File: src/rtl/cdec8_ctrl.sv
// CDEC8 control sequencer: Moore FSM that turns the instruction register
// and datapath flags into the 15-bit per-cycle control word.
//
// Ports:
//   clock    rising-edge clock
//   reset_N  synchronous active-low reset (returns to F0 from any state)
//   I        instruction register from the datapath
//   SZCy     flags {S, Z, Cy}
//   run      run enable, sampled only in F0
//   ctrl     {mmrw[1:0], fwr, rwr, xdst[2:0], aluop[4:0], xsrc[2:0]}
//   state    current state code for the debug monitor
//   halt     high while in HALT
module cdec8_ctrl (
  input  logic        clock,
  input  logic        reset_N,
  input  logic [7:0]  I,
  input  logic [2:0]  SZCy,
  input  logic        run,
  output logic [14:0] ctrl,
  output logic [7:0]  state,
  output logic        halt
);

  typedef enum logic [7:0] {
    F0   = 8'h00,
    F1   = 8'h01,
    F2   = 8'h02,
    F3   = 8'h03,
    DC   = 8'h04,
    O0   = 8'h10,
    O1   = 8'h11,
    O2   = 8'h12,
    X0   = 8'h20,
    X1   = 8'h21,
    X2   = 8'h22,
    A0   = 8'h30,
    A1   = 8'h31,
    A2   = 8'h32,
    HALT = 8'hFF
  } state_t;

  typedef enum logic [2:0] {
    C_NOP,
    C_HLT,
    C_LDI,
    C_LD,
    C_ST,
    C_JMP,
    C_ALU
  } cls_t;

  localparam logic [2:0] S_PC  = 3'b000;
  localparam logic [2:0] S_A   = 3'b001;
  localparam logic [2:0] S_R   = 3'b100;
  localparam logic [2:0] S_RDR = 3'b101;

  localparam logic [2:0] D_PC  = 3'b000;
  localparam logic [2:0] D_A   = 3'b001;
  localparam logic [2:0] D_MAR = 3'b100;
  localparam logic [2:0] D_WDR = 3'b101;
  localparam logic [2:0] D_T   = 3'b110;
  localparam logic [2:0] D_I   = 3'b111;

  localparam logic [1:0] M_RD  = 2'b10;
  localparam logic [1:0] M_WR  = 2'b01;
  localparam logic [4:0] OP_INC = 5'h10;

  state_t     state_q;
  state_t     nxt;
  cls_t       cls;
  logic [1:0] r;
  logic       cond;
  logic       taken;

  logic [1:0] mmrw;
  logic       fwr;
  logic       rwr;
  logic [2:0] xdst;
  logic [4:0] aluop;
  logic [2:0] xsrc;

  assign r = I[1:0];

  // r=00 on a register-using group degrades to NOP.
  always_comb begin
    cls = C_NOP;
    unique case (1'b1)
      (I == 8'h0F):       cls = C_HLT;
      (I[7:6] == 2'b01):  cls = (r != 2'b00) ? C_ALU : C_NOP;
      (I[7:4] == 4'h1):   cls = (r != 2'b00) ? C_LDI : C_NOP;
      (I[7:4] == 4'h2):   cls = (r != 2'b00) ? C_LD  : C_NOP;
      (I[7:4] == 4'h3):   cls = (r != 2'b00) ? C_ST  : C_NOP;
      (I[7:3] == 5'h10):  cls = C_JMP;
      default:            cls = C_NOP;
    endcase
  end

  // Condition select: 00 always, 01 Z, 10 Cy, 11 S; I[2] inverts.
  always_comb begin
    cond = 1'b1;
    unique case (r)
      2'b00: cond = 1'b1;
      2'b01: cond = SZCy[1];
      2'b10: cond = SZCy[0];
      2'b11: cond = SZCy[2];
      default: cond = 1'b1;
    endcase
  end

  assign taken = cond ^ I[2];

  always_ff @(posedge clock) begin
    if (!reset_N) state_q <= F0;
    else          state_q <= nxt;
  end

  always_comb begin
    nxt   = state_q;
    mmrw  = 2'b00;
    fwr   = 1'b0;
    rwr   = 1'b0;
    xdst  = D_PC;
    aluop = 5'h00;
    xsrc  = S_PC;
    unique case (state_q)
      F0: begin
        xsrc = S_PC;
        xdst = D_MAR;
        nxt  = run ? F1 : F0;
      end
      F1: begin
        mmrw  = M_RD;
        rwr   = 1'b1;
        aluop = OP_INC;
        nxt   = F2;
      end
      F2: begin
        xsrc = S_R;
        nxt  = F3;
      end
      F3: begin
        xsrc = S_RDR;
        xdst = D_I;
        nxt  = DC;
      end
      DC: begin
        unique case (cls)
          C_NOP:   nxt = F0;
          C_HLT:   nxt = HALT;
          C_ALU:   nxt = A0;
          default: nxt = O0;
        endcase
      end
      O0: begin
        xdst = D_MAR;
        nxt  = O1;
      end
      O1: begin
        mmrw  = M_RD;
        rwr   = 1'b1;
        aluop = OP_INC;
        nxt   = O2;
      end
      O2: begin
        xsrc = S_R;
        if (cls == C_JMP && !taken) nxt = F0;
        else                        nxt = X0;
      end
      X0: begin
        xsrc = S_RDR;
        unique case (cls)
          C_LDI: begin
            xdst = {1'b0, r};
            nxt  = F0;
          end
          C_LD, C_ST: begin
            xdst = D_MAR;
            nxt  = X1;
          end
          C_JMP: begin
            xdst = D_PC;
            nxt  = F0;
          end
          default: begin
            xsrc = S_PC;
            nxt  = F0;
          end
        endcase
      end
      X1: begin
        unique case (cls)
          C_LD: begin
            mmrw = M_RD;
            nxt  = X2;
          end
          C_ST: begin
            xsrc = {1'b0, r};
            xdst = D_WDR;
            nxt  = X2;
          end
          default: nxt = F0;
        endcase
      end
      X2: begin
        unique case (cls)
          C_LD: begin
            xsrc = S_RDR;
            xdst = {1'b0, r};
          end
          C_ST:    mmrw = M_WR;
          default: mmrw = 2'b00;
        endcase
        nxt = F0;
      end
      A0: begin
        xsrc = S_A;
        xdst = D_T;
        nxt  = A1;
      end
      A1: begin
        xsrc  = {1'b0, r};
        xdst  = {1'b0, r};
        aluop = {1'b0, I[5:2]};
        rwr   = 1'b1;
        fwr   = 1'b1;
        nxt   = A2;
      end
      A2: begin
        xsrc = S_R;
        xdst = D_A;
        nxt  = F0;
      end
      HALT:    nxt = HALT;
      default: nxt = F0;
    endcase
  end

  // Reset forces the idle word immediately, not just after the edge.
  assign ctrl  = reset_N ? {mmrw, fwr, rwr, xdst, aluop, xsrc} : 15'h0000;
  assign state = state_q;
  assign halt  = reset_N && (state_q == HALT);

endmodule

File: config.mk
export PLATFORM = sky130hd
export DESIGN_NAME = cdec8_ctrl
export DESIGN_NICKNAME = d
export VERILOG_FILES = /design/src/rtl/cdec8_ctrl.sv
export SDC_FILE = /design/constraint.sdc
export NUM_CORES = 1
export LEC_CHECK = 0
export ABC_AREA = 1
export CAP_MARGIN = 15
export CORE_ASPECT_RATIO = 1.2
export CORE_MARGIN = 3
export CORE_UTILIZATION = 38
export CTS_CLUSTER_SIZE = 30
export DETAILED_ROUTE_END_ITERATION = 10
export PLACE_DENSITY = 0.74
export SYNTH_ARGS = -nofsm -noshare
export SYNTH_HDL_FRONTEND = slang
export SYNTH_SLANG_ARGS = --single-unit
export TNS_END_PERCENT = 50
File: constraint.sdc
create_clock -name clock -period 1.5 [get_ports clock]
set_clock_uncertainty 0.1 [all_clocks]
set_input_delay 0.225 -clock clock [delete_from_list [all_inputs] [get_ports clock]]
set_output_delay 0.225 -clock clock [all_outputs]
set_load 0.005 [all_outputs]
==> results of run 1 <==
==> timing repair <==
| item | CTS |
|---|---|
| setup endpoints to repair | 28 |
| buffers inserted | 26 |
| pin swaps | 25 |
| gates resized for setup | 119 |
==> synth_stat cells <==
master / instances / area (um^2)
nor2_1: 31 / 116
dfxtp_1: 6 / 120
a21boi_0: 1 / 7.51
nand4_1: 9 / 56.3
nand3b_2: 1 / 11.3
nor2_2: 3 / 18.8
nor3_1: 3 / 15.0
nor2_4: 3 / 33.8
nor3b_1: 1 / 7.51
nand3_4: 1 / 17.5
a21oi_1: 5 / 25.0
o31ai_1: 1 / 7.51
nand2_2: 1 / 6.26
nand3_1: 14 / 70.1
o21bai_1: 1 / 7.51
a31oi_1: 1 / 6.26
buf_4: 2 / 15.0
nand3_2: 3 / 30.0
nand2_1: 38 / 143
inv_2: 1 / 3.75
clkbuf_1: 1 / 3.75
o21ai_0: 2 / 10.0
nor4_1: 2 / 12.5
inv_1: 31 / 116
==> cells by family after synthesis <==
family,Yosys count
simple gates,110
flops,6
compound gates,11
buf+inv,35
==> layer usage <==
metal / overflow / track usage
met1: 0 / 0.687
met2: 36 / 0.931
met3: 0 / 0.388
met4: 27 / 0.858
met5: 0 / 0
==> stage by stage <==
| stage | std cells | setup TNS [ns] | utilization |
|---|---|---|---|
| 4_1_cts | 296 | -6.62 | 0.906 |
| 3_5_place_dp | 270 | -12.38 | 0.757 |
| 3_3_place_gp | 270 | -11.50 | 0.757 |
| 2_1_floorplan | 162 | 0 | - |
==> impl_metrics.toml, run 1 <==
[floorplanning]
dieHeight_um = 58.1
die_w_um = 49.5
io_pins = 38
initial_core_util = 0.411
floorplan.rows = 18

[yosys]
synth_fa_ha_area_frac = 0
syn_area_um2 = 861
synth_mux_area_frac = 0
synthesis.nets = 176
postSynthAreaPerCell_um2 = 5.31
synth-xor-area-share = 0
synth-simple-area-share = 0.625
synth_compound_area_frac = 0.0741
postSynthCellCount = 162
synth.distinct_cells = 24
synth_top_family_by_area = "simple AND/OR/NAND/NOR gates"
yosysSeqAreaShare = 0.140
yosys_warnings = 0
yosys_register_bits = 6

[clock_network]
numCtsBuffers = 3
clockBufferDepth = 2
h-tree-depth = 1
cts_hold_buf = 0
cts_sinks = 6
root_buffer = "clkbuf_4"

[placed_design]
place_hpwl_um = 2760
gp_congestion = 0.958
port_buffers = 37
pre_cts_ws_ns = -0.908
place_area_um2 = 1590

[sta]
postGrtWorstEndpoint = "ctrl[0]"
worst_path_end_type = "output port"

[run_status]
status = "did not finish"
stop_stage = "global routing (5_1_grt)"
tool.error = "[ERROR GRT-0232] Routing congestion too high. Check the congestion heatmap in the GUI."

[global_routing]
grt_max_degree = 8
grt_overflow = 63
grt_use_total = 0.696
==> inputs of run 2 (changes only) <==
--- a/config.mk
+++ b/config.mk
@@ -7,12 +7,10 @@
 export LEC_CHECK = 0
 export ABC_AREA = 1
 export CAP_MARGIN = 15
-export CORE_ASPECT_RATIO = 1.2
-export CORE_MARGIN = 3
-export CORE_UTILIZATION = 38
-export CTS_CLUSTER_SIZE = 30
+export CORE_AREA = 3 3 64 66
 export DETAILED_ROUTE_END_ITERATION = 10
-export PLACE_DENSITY = 0.74
+export DIE_AREA = 0 0 67 69
+export PLACE_DENSITY_LB_ADDON = 0.15
 export SYNTH_ARGS = -nofsm -noshare
 export SYNTH_HDL_FRONTEND = slang
 export SYNTH_SLANG_ARGS = --single-unit
==> constraint.sdc (replaced) <==
create_clock -name clock -period 1.95 [get_ports clock]
set_clock_uncertainty 0.1 [all_clocks]
set_input_delay 0.2925 -clock clock [delete_from_list [all_inputs] [get_ports clock]]
set_output_delay 0.2925 -clock clock [all_outputs]
set_load 0.005 [all_outputs]
==> run 2 against run 1 <==
Net effect: synthesized cell count stayed put; the flow now finishes, with violations (setup timing); synthesized area did not move.
==> impl_metrics.toml, run 2 <==
[drt]
drt-vias-per-instance = 4.66
route.detailed.drc = 0
vias = 1488
first_pass_iters = 4
drt_wl_total_um = 4080
wl_per_cell_um = 12.8
first_iter_violations = 116
postRouteAntennaNets = 0

[clock_network]
clockBufferDepth = 2
h-tree-depth = 1
numCtsBuffers = 3
cts_sinks = 6
clkTransAtPathRegs_ns = 0.04
clock_latency_ns = 0.22
cts_tree = "done"
cts_hold_buf = 0
root_buffer = "clkbuf_8"

[yosys]
synthFlopType = "dfxtp_1"
synth_edf_count = 0
synth.most_common_cell = "nand2_1"
synth_top_area_cell = "nand2_1"
yosysSeqAreaShare = 0.140
synthTopCellsByArea = "nand2_1 17%, dfxtp_1 14%, inv_1 14%"
yosys_register_bits = 6
postSynthAreaPerCell_um2 = 5.31
syn_area_um2 = 861
synthTopCellsByCount = "38 x nand2_1, 31 x inv_1, 31 x nor2_1"
yosys_warnings = 0
synth.top_cell.area_share = 0.166
synth.distinct_cells = 24
postSynthCellCount = 162
synthesis.nets = 176
ys_async_sr_fraction = 0

[sta]
period_needed_ns = 2.11
rsz0062_at_grt = "true"
hold_violations = 0
slew_headroom = 0.831
fin_crit_sh = 1.08
tns_ns = -0.481
worst_slack_ns = -0.163
worst_slew_pin_slew_ns = 0.253
clock.fmax_mhz = 473
slew_violations = 0
setup_violations = 7

[setup_path]
crit_path_start_kind = "register"
critPathMaxStageDelay_ns = 0.36
r2r_start = "state[6]$_SDFF_PN0_"
crit_chain = "buf_4 -> nor3_4 -> nand3_2 -> buf_4 -> buf_4 -> buf_4 -> buf_4 -> buf_4 -> buf_4 -> buf_4 -> nand4_1 -> nor2_1 -> nor2_1"
timing.rr.end = "state[0]$_SDFF_PN0_"
path_common_cell = "buf_4"
cp-end-kind = "register"
path_depth = 13
critPathTopFamily = "buffers and inverters"
crit_buf_inv = 8
criticalPathCategory = "reg2reg"
path_max_fanout = 7
arrival_ns = 2.16
slowest_stage = "dfxtp_4"
cp.required_ns = 2.00
r2r_setup_slack_ns = -0.16
r2r_cells = 13

[layout]
layout_common_cells = "65 x buf_4, 34 x nand2_1, 24 x nor2_1"
layout.nets = 287
drive_above_1_share = 0.498
layout_commonest_cell = "buf_4"
multi_input_area_um2 = 778
diodes = 0
ff_latch_area_um2 = 138
area_delta_synth_final_pct = 136
largest_reg_flops = 6
post-route-util = 0.559
nFillCells = 340

[placed_design]
port_buffers = 37
pre_cts_ws_ns = -0.587
gp_congestion = 0.904
place_hpwl_um = 2830

[global_routing]
use_met3 = 0.00977
grt_max_degree = 8
use_met2 = 0.294
grt_use_total = 0.170
antenna_found_initial = 0
grt_util_met1 = 0.228
grt_overflow = 0
grt-busiest-layer = "met2"
grt_pass1_vias = 1392
grt_pass1_wl_um = 6370

[power]
sequentialPowerShare = 0.217
irDropWorstVdd_uv = 187
switching_share = 0.333
power.share.clock = 0.290
p_total_w = 0.000634
intPower_w = 0.000423
p_leak_nw = 1.17
switching_power_w = 0.000211
powerDensity_nw_per_um2 = 312
p_comb_frac = 0.493

[run_status]
status = "complete, but fails checks"
violations = "setup timing"

[floorplanning]
die-area_um2 = 4620
floorplan.rows = 22
die_w_um = 67
core_area_um2 = 3630
io_pins = 38
dieHeight_um = 69
initial_core_util = 0.237

[hold_path]
hold_depth = 4
hold_path_end = "state[4]$_SDFF_PN0_"
min_path_type = "reg2reg"
min_from = "state[0]$_SDFF_PN0_"

[flow_run]
max_cap_violations = 0
-- run 2: cell counts after synthesis --
Identical to the previous run, type by type.
-- run 2: worst max-delay path by stage --
stage	from	end	slack, ns
after global placement	I[1]	ctrl[8]	-0.55
after floorplan	state[6]$_SDFF_PN0_	ctrl[8]	0.34
final	state[6]$_SDFF_PN0_	state[0]$_SDFF_PN0_	-0.16
after detailed placement	I[1]	ctrl[8]	-0.59
after CTS	state[6]$_SDFF_PN0_	ctrl[14]	-0.19
after global routing	state[6]$_SDFF_PN0_	state[0]$_SDFF_PN0_	-0.27
-- run 2: cell type report --
| class | count | share of cell area |
|---|---|---|
| repair buffers | 109 | 0.439 |
| multi-input cells | 121 | 0.383 |
| flip-flops and latches | 6 | 0.0677 |
| inverters | 32 | 0.0603 |
| well taps | 48 | 0.0296 |
| clock buffers | 3 | 0.0203 |
-- run 2: stage by stage --
| stage | instance area [um^2] | hold WS, ns | instances |
|---|---|---|---|
| 2_1_floorplan | 861 | 0.290 | 162 |
| 3_3_place_gp | 1610 | 0.672 | 289 |
| 3_5_place_dp | 1610 | 0.713 | 289 |
| 4_1_cts | 1870 | 0.698 | 309 |
| 5_1_grt | 2030 | 0.761 | 319 |
| 6_report | 2030 | 0.716 | 319 |
-- run 2: tightest hold or removal path: stages (launching register included) --
cell	delay, ns
dfxtp_4	0.36
nand3_4	0.11
a21boi_0	0.11
nor2_1	0.11
a21oi_1	0.08
-- run 2: cells by family (layout without fill, tap and decap cells) --
logic type,Yosys count,after routing,share of synthesized area
simple gates,110,110,0.625
flops,6,6,0.140
buf+inv,35,144,0.161
compound gates,11,11,0.0741
-- run 2: repair_timing --
item	in CTS	in global routing
gates resized for setup	74	42
buffers inserted	17	11
pin swaps	15	18
setup endpoints to repair	16	16
hold endpoints to repair	0	0
-- run 2: per-layer routing --
metal  part of all wire  wire length (um)  up-vias
met2               0.52              2110       41
met4              0.011                45        0
met3              0.042               170        7
li1                   -                 -      736
met1               0.43              1750      704
met5                  0                 0        -
-- run 2: power by group through the flow --
stage | logic, W | clock network [W] | registers, W
after floorplan | 0.0000910 | 0 | 0.000139
after global placement | 0.000245 | 0 | 0.000138
after detailed placement | 0.000245 | 0 | 0.000139
after CTS | 0.000276 | 0.000185 | 0.000135
after global routing | 0.000339 | 0.000196 | 0.000139
final | 0.000313 | 0.000184 | 0.000138
Note: power is estimated with default switching activity, not from simulation.
==> inputs of run 3 (changes only) <==
--- a/config.mk
+++ b/config.mk
@@ -7,9 +7,9 @@
 export LEC_CHECK = 0
 export ABC_AREA = 1
 export CAP_MARGIN = 15
-export CORE_AREA = 3 3 64 66
+export CORE_AREA = 10 10 71 73
 export DETAILED_ROUTE_END_ITERATION = 10
-export DIE_AREA = 0 0 67 69
+export DIE_AREA = 0 0 81 83
 export PLACE_DENSITY_LB_ADDON = 0.15
 export SYNTH_ARGS = -nofsm -noshare
 export SYNTH_HDL_FRONTEND = slang
==> run 3 against run 2 <==
Net effect: the flow still finishes with violations (setup timing); cell count shrank 4.4%; global-route usage shrank 5.6 points; register-to-register slack gained 0.38 ns; sequential power is essentially flat; die area grew 45%; fmax grew 4.8%.
==> impl_metrics.toml, run 3 (synthesized netlist as in run 2, its figures left out) <==
[setup_path]
slowest_stage = "dfxtp_4"
critPathMaxStageDelay_ns = 0.35
r2r_start = "state[6]$_SDFF_PN0_"
r2r_setup_slack_ns = 0.22
criticalPathCategory = "reg2out"
cp-end-kind = "output port"
path_common_cell = "nor2_2"
cp.required_ns = 1.56
arrival_ns = 1.62
path_max_fanout = 4
crit_chain = "nor2_4 -> buf_6 -> nand2_2 -> buf_4 -> nor2_2 -> nor2_2 -> nand4_1 -> o21ai_1 -> inv_1 -> clkdlybuf4s15_1"
timing.rr.end = "state[0]$_SDFF_PN0_"
crit_path_start_kind = "register"
r2r_cells = 12

[global_routing]
grt_pass1_wl_um = 6460
grt_overflow = 0
grt_pass1_vias = 1425
grt_max_degree = 8
antenna_found_initial = 0
grt_use_total = 0.114

[layout]
nFillCells = 349
drive_above_1_share = 0.463
layout_common_cells = "54 x buf_4, 33 x nand2_1, 24 x nor2_1"
diodes = 0
layout.nets = 273
largest_reg_flops = 6
layout_commonest_cell = "buf_4"
area_delta_synth_final_pct = 120

[sta]
tns_ns = -0.111
rsz0062_at_grt = "true"
fin_hold_ws_ns = 0.689
slew_headroom = 0.844
clock.fmax_mhz = 496
setup_violations = 3
worst_slack_ns = -0.0670
period_needed_ns = 2.02
worst_slew_pin_slew_ns = 0.232
fin_crit_sh = 1.03
slew_violations = 0
hold_violations = 0

[hold_path]
hold_path_end = "state[4]$_SDFF_PN0_"
min_from = "state[0]$_SDFF_PN0_"
hold_depth = 4
min_path_type = "reg2reg"

[power]
intPower_w = 0.000402
power.share.clock = 0.301
powerDensity_nw_per_um2 = 316
switching_power_w = 0.000197
irDropWorstVdd_uv = 211
p_total_w = 0.000599
p_leak_nw = 1.05
switching_share = 0.329
sequentialPowerShare = 0.234
p_comb_frac = 0.466

[clock_network]
clkTransAtPathRegs_ns = 0.04
cts_tree = "done"
h-tree-depth = 1
root_buffer = "clkbuf_8"
clock_latency_ns = 0.22
numCtsBuffers = 3
clockBufferDepth = 2
cts_sinks = 6

[floorplanning]
initial_core_util = 0.237
io_pins = 38
floorplan.rows = 22
core_area_um2 = 3630
dieHeight_um = 83
die-area_um2 = 6720
die_w_um = 81

[drt]
route.detailed.drc = 0
drt_wl_total_um = 4000
first_iter_violations = 78
postRouteAntennaNets = 0
first_pass_iters = 4
vias = 1375
drt-vias-per-instance = 4.51
wl_per_cell_um = 13.1

[run_status]
status = "complete, but fails checks"
violations = "setup timing"

[placed_design]
place_hpwl_um = 3090
port_buffers = 37
gp_congestion = 0.847

[flow_run]
max_cap_violations = 0
-- run 3: cell types whose count changed in the layout (fill, tap and decap cells not counted), sizes merged --
cell	delta
buf	-16
clkbuf	-2
clkdlybuf4s15	+5
dlygate4sd2	+2
dlymetal6s2s	-3
-- run 3: final cells by class --
cell class | instances | area [um^2] | share of cell area
timing repair buffer | 95 | 788 | 0.416
multi-input combinational | 121 | 748 | 0.395
sequential | 6 | 133 | 0.0700
inverter | 32 | 125 | 0.0660
tap | 48 | 60.1 | 0.0317
clock buffer | 3 | 41.3 | 0.0218
-- run 3: layer usage --
| layer | part of all wire | track usage | wire (um) | vias to the layer above |
|---|---|---|---|---|
| met3 | 0.047 | 0.0162 | 187 | 6 |
| met5 | 0 | 0 | 0 | - |
| met4 | 0.017 | 0.0407 | 67 | 0 |
| met1 | 0.41 | 0.136 | 1650 | 634 |
| met2 | 0.52 | 0.198 | 2090 | 30 |
| li1 | - | - | - | 705 |
-- run 3: worst max-delay path by stage --
stage / startpoint / to / depth (start not counted)
global placement: I[6] / ctrl[8] / 9
detailed placement: I[0] / ctrl[8] / 9
CTS: state[6]$_SDFF_PN0_ / ctrl[10] / 10
finish: state[6]$_SDFF_PN0_ / ctrl[10] / 10
floorplan: state[6]$_SDFF_PN0_ / ctrl[8] / 7
global route: state[6]$_SDFF_PN0_ / ctrl[10] / 10
-- run 3: repair_timing --
| action | CTS | global route |
|---|---|---|
| hold buffers | 0 | 0 |
| hold endpoints to repair | 0 | 0 |
| endpoints found under the setup margin | 16 | 12 |
| pin swaps | 7 | 12 |
| resized for setup | 69 | 36 |
| buffers inserted | 8 | 6 |
-- run 3: stage by stage --
| stage | util | cell area, um^2 | instances | setup slack (ns) |
|---|---|---|---|---|
| final | 0.522 | 1900 | 305 | -0.0670 |
| after global routing | 0.522 | 1900 | 305 | -0.155 |
| after CTS | 0.488 | 1770 | 299 | -0.182 |
| after detailed placement | 0.441 | 1600 | 288 | -0.581 |
| after global placement | 0.441 | 1600 | 288 | -0.569 |
| after floorplan | - | 861 | 162 | 0.336 |
-- run 3: power groups by stage --
stage | sequential, W | combinational, W | clock (W)
2_1_floorplan | 0.000139 | 0.0000910 | 0
3_3_place_gp | 0.000139 | 0.000238 | 0
3_5_place_dp | 0.000140 | 0.000240 | 0
4_1_cts | 0.000137 | 0.000251 | 0.000179
5_1_grt | 0.000142 | 0.000304 | 0.000189
6_report | 0.000140 | 0.000279 | 0.000180
-- run 3: critical path, delay by kind of cell (launching register included) --
| family | cells | cell delay (ns) |
|---|---|---|
| compound gates | 1 | 0.08 |
| flops | 1 | 0.35 |
| buf+inv | 4 | 0.54 |
| simple gates | 5 | 0.43 |
